`src/rtl/sega_joy_scanner.sv`:
```
// DB9 joystick scanner: drives the shared select line (pin 7) through a fixed
// per-frame sequence and assembles active-low 12-bit button words for two
// ports. The words cover Atari/SMS pads and Mega Drive 3- and 6-button pads.
module sega_joy_scanner #(
  parameter int STEP_DIV = 1536,
  parameter int SEQ_LEN  = 256
) (
  input  logic        clk_sys,
  input  logic        reset,
  input  logic [5:0]  joy1_i,
  input  logic [5:0]  joy2_i,
  output logic        joy_p7_o,
  output logic [11:0] joy1_o,
  output logic [11:0] joy2_o,
  output logic        six1_o,
  output logic        six2_o,
  output logic        frame_o
);

  localparam int DIV_W = $clog2(STEP_DIV);
  localparam int PH_W  = $clog2(SEQ_LEN);
  localparam logic [DIV_W-1:0] DIV_LAST = DIV_W'(STEP_DIV - 1);
  localparam logic [PH_W-1:0]  PH_LAST  = PH_W'(SEQ_LEN - 1);

  logic [DIV_W-1:0] div_reg, div_next;
  logic [PH_W-1:0]  phase_reg, phase_next;
  logic             p7_reg, p7_next;
  logic             frame_reg, frame_next;
  logic             tick;

  // Per-port buses so both ports come out of one generate loop
  logic [5:0]  pins_in [2];
  logic [11:0] word_out [2];
  logic        six_out [2];

  assign pins_in[0] = joy1_i;
  assign pins_in[1] = joy2_i;

  assign tick = (div_reg == DIV_LAST);

  // Step divider, phase counter and select-line pattern for the next step
  always_comb begin
    div_next   = tick ? '0 : div_reg + 1'b1;
    phase_next = phase_reg;
    p7_next    = p7_reg;
    frame_next = 1'b0;
    if (tick) begin
      phase_next = (phase_reg == PH_LAST) ? '0 : phase_reg + 1'b1;
      frame_next = (phase_reg == PH_W'(6));
      case (phase_reg)
        PH_W'(0), PH_W'(2), PH_W'(4), PH_W'(6): p7_next = 1'b0;
        default:                                p7_next = 1'b1;
      endcase
    end
  end

  // Sequencer state register; reset restarts the scan from phase 0
  always_ff @(posedge clk_sys) begin
    if (reset) begin
      div_reg   <= '0;
      phase_reg <= '0;
      p7_reg    <= 1'b1;
      frame_reg <= 1'b0;
    end else begin
      div_reg   <= div_next;
      phase_reg <= phase_next;
      p7_reg    <= p7_next;
      frame_reg <= frame_next;
    end
  end

  for (genvar gi = 0; gi < 2; gi++) begin : g_port
    logic [5:0]  sync1_reg, sync2_reg;
    logic [11:0] sh_reg, word_reg;
    logic        six_det_reg, six_reg;
    logic [3:0]  ext_bits;

    // Extra buttons {M,X,Y,Z} only exist on a pad identified as 6-button
    assign ext_bits = six_det_reg ? sync2_reg[3:0] : 4'hF;

    // Synchronise pins, build the shadow word, publish it in one step at phase 6
    always_ff @(posedge clk_sys) begin
      if (reset) begin
        sync1_reg   <= 6'h3F;
        sync2_reg   <= 6'h3F;
        sh_reg      <= 12'hFFF;
        word_reg    <= 12'hFFF;
        six_det_reg <= 1'b0;
        six_reg     <= 1'b0;
      end else begin
        sync1_reg <= pins_in[gi];
        sync2_reg <= sync1_reg;
        if (tick) begin
          case (phase_reg)
            PH_W'(2): begin
              sh_reg[5:0] <= sync2_reg;
              six_det_reg <= 1'b0;
            end
            PH_W'(3): begin
              // Right and left both low with select low means a Mega Drive pad
              if (sync2_reg[3:2] == 2'b00) sh_reg[7:6] <= sync2_reg[5:4];
              else                         sh_reg[7:4] <= {2'b11, sync2_reg[5:4]};
            end
            PH_W'(5): six_det_reg <= (sync2_reg[3:0] == 4'h0);
            PH_W'(6): begin
              sh_reg[11:8] <= ext_bits;
              word_reg     <= {ext_bits, sh_reg[7:0]};
              six_reg      <= six_det_reg;
            end
            default: ;
          endcase
        end
      end
    end

    assign word_out[gi] = word_reg;
    assign six_out[gi]  = six_reg;
  end

  assign joy_p7_o = p7_reg;
  assign frame_o  = frame_reg;
  assign joy1_o   = word_out[0];
  assign joy2_o   = word_out[1];
  assign six1_o   = six_out[0];
  assign six2_o   = six_out[1];

endmodule
```
`config.mk`:
```
export PLATFORM = sky130hd
export DESIGN_NAME = sega_joy_scanner
export DESIGN_NICKNAME = d
export VERILOG_FILES = /design/src/rtl/sega_joy_scanner.sv
export SDC_FILE = /design/constraint.sdc
export NUM_CORES = 1
export LEC_CHECK = 0
export ABC_AREA = 1
export CAP_MARGIN = 0
export CORE_UTILIZATION = 40
export CTS_CLUSTER_DIAMETER = 50
export DETAILED_ROUTE_END_ITERATION = 10
export GPL_TIMING_DRIVEN = 0
export PLACE_DENSITY_LB_ADDON = 0.3
export SLEW_MARGIN = 30
export SYNTH_ARGS = -nofsm -noshare
export SYNTH_HDL_FRONTEND = slang
export SYNTH_SLANG_ARGS = --single-unit
```
`constraint.sdc`:
```
create_clock -name clk_sys -period 3.1 [get_ports clk_sys]
set_input_delay 0.465 -clock clk_sys [delete_from_list [all_inputs] [get_ports clk_sys]]
set_output_delay 0.465 -clock clk_sys [all_outputs]
set_load 0.1 [all_outputs]
```
==> results.sh <==
export IMPL_vias=2760
export IMPL_async_flop_share_pct=0
export IMPL_synth_edf_count=0
export IMPL_syn_nets=436
export IMPL_fill_cells=816
export IMPL_finalInstanceArea_sq_um=4153
export IMPL_syn_area_sq_um=3408
export IMPL_finalCriticalPeriod_ps=2305
export IMPL_post_cts_buffers=0
export IMPL_synth_top_area_share_pct=52.28
export IMPL_finalSetupTns_ps=0
export IMPL_drc=0
export IMPL_cts_max_level=3
export IMPL_syn_inst=417
export IMPL_crit_slowest_cell="clkdlybuf4s50_1"
export IMPL_via_per_inst=4.767
export IMPL_crit_family="buffers and inverters"
export IMPL_cts_tree="yes"
export IMPL_ir_drop_mv=0.3244
export IMPL_instances_no_fill=579
export IMPL_die_area_sq_um=8893
export IMPL_drt_initial_drc_count=166
export IMPL_final_common_cell="nand2_1"
export IMPL_critPathKind="reg -> out"
export IMPL_area_growth_pct=21.84
export IMPL_p_leak_nw=1.873
export IMPL_synth_main_ff_cell="dfxtp_1"
export IMPL_slowest_delay_ps=1130
export IMPL_ys_seq_elements=89
export IMPL_outcome="finished clean"
export IMPL_worst_slack_ps=795.4
export IMPL_die_height_um=94.31
export IMPL_grt_total_usage_pct=16.20
export IMPL_rsz0062_at_grt="no"
export IMPL_grt_pass1_vias=2541
export IMPL_cts_buffers=9
export IMPL_worstSetupEndpointType="output port"
export IMPL_dr_pass1_iters=4
export IMPL_hold_class="reg -> reg"
export IMPL_clockRootBuffer="clkbuf_8"
export IMPL_max_freq_mhz=433.9
export IMPL_syn_avg_cell_area_sq_um=8.173
export IMPL_antenna_left=0
export IMPL_crit_arrival_ps=1840
export IMPL_skew_ps=14.37
export IMPL_routabilityCongestion=0.9247
export IMPL_ys_warnings_count=0
export IMPL_drv_cap=0
export IMPL_placed_cell_area_sq_um=3950
export IMPL_largest_reg_flops=16
export IMPL_power_density_nw_per_um2=487.2
export IMPL_whs_ps=408.2
export IMPL_start_util_pct=41.48
export IMPL_cts_resized=0
export IMPL_path_clk_slew_ps=80
export IMPL_power_mw=2.023
export IMPL_setup_viol=0
export IMPL_core_area_sq_um=8217
export IMPL_io_pins=42
export IMPL_place_detailed_instances=563
export IMPL_fin_nets=488
export IMPL_insertion_delay_ps=350
export IMPL_path_cells="clkdlybuf4s50_1"
export IMPL_fp_row_count=33
export IMPL_antenna_found_initial=0
export IMPL_cts_hold_buffers=0
export IMPL_routed_wl_um=6518
export IMPL_max_slew_margin_pct=34.93
export IMPL_port_buffers=41
export IMPL_final_util_pct=50.54
export IMPL_hpwl_um=4874
export IMPL_synth_top_cell_by_area="dfxtp_1"
export IMPL_hold_viol_final=0
export IMPL_pre_cts_slack_ps=898.6
export IMPL_grt_pass1_wl_um=11160
export IMPL_drive_gt1_share_pct=12.24
export IMPL_max_slew_worst_pin_slew_ps=973.0
export IMPL_diodes=0
export IMPL_mostFrequentLayoutCells="nand2_1 (107), dfxtp_1 (89), nand3_1 (45)"
export IMPL_ys_top_cells_by_area="dfxtp_1 (52%), nand2_1 (12%), nand3_1 (6.6%)"
export IMPL_drv_slew=0
export IMPL_clockBufferDepth=2
export IMPL_die_x_um=94.31
export IMPL_critPathLaunchType="flip-flop"
export IMPL_cp_max_fo=2
export IMPL_crit_buf_inv=1
export IMPL_grt_max_degree=16
export IMPL_overflow=0
export IMPL_seq_area_frac_synth_pct=52.28
export IMPL_cts_sinks=89
export IMPL_wire_per_inst_um=11.26
export IMPL_worstPathRequired_ps=2630
export IMPL_fin_crit_sh_pct=74.34
export IMPL_ys_types=24
-- kinds of logic after synthesis --
group / count (synthesis) / synth area share (%)
flip-flops: 89 / 52.28
AO/OA/AOI/OAI: 31 / 5.433
XOR/XNOR: 4 / 1.028
buffers and inverters: 47 / 6.278
adder cells (fa/ha/maj): 5 / 1.836
AND/OR/NAND/NOR: 241 / 33.15
-- per-layer routing --
metal	routed length (um)	GRT usage, %	part of all wire, %
met4	127	8.205	1.9
met5	0	0	0
met1	3200	20.14	49
met3	293	4.126	4.5
met2	2896	25.85	44
-- power by group --
group          internal [mW]  total (mW)  switching, mW
sequential              1.16        1.17        0.00865
combinational         0.0299      0.0605         0.0306
clock                  0.396       0.794          0.399
total                   1.59        2.02          0.438
-- cells in the mapped netlist, types with 7 or more instances --
cell      count
a21oi_1      10
clkbuf_1      8
dfxtp_1      89
inv_1        30
nand2_1     107
nand3_1      45
nand4_1       7
nor2_1       38
nor3_1        8
o211ai_1     12
o21ai_0       9
or2_2        24
-- worst register-to-register path, cell delays in order (launching register included) --
cell and delay, ps:
dfxtp_1 410, ha_1 210, nand2_2 90, nor2_4 180, nand2_4 110, nor2_8 140, nand2_4 120, buf_2 200
nand2_1 80, nand3_1 80
-- final timing paths --
| path | from | end | slack, ps | cells past startpoint |
|---|---|---|---|---|
| worst max-delay path | joy1_o[7] | joy1_o[7] | 800 | 1 |
| worst min-delay path | g_port[1].sync1_reg[0] | g_port[1].sync2_reg[0] | 410 | 1 |
| worst min register to register | g_port[1].sync1_reg[0] | g_port[1].sync2_reg[0] | 410 | 1 |
| worst max register to register | div_reg[0] | joy1_o[7] | 1360 | 9 |
-- area by class of cell --
cell class	count	area [sq um]	share of cell area (%)
inverters	31	118.9	2.862
plain buffers	16	95.09	2.290
flip-flops and latches	89	1782	42.90
well taps	105	131.4	3.164
multi-input cells	281	1413	34.02
clock inverters	6	65.06	1.567
repair buffers	41	410.4	9.883
clock buffers	10	137.6	3.314
(Power assumes the default switching activity.)
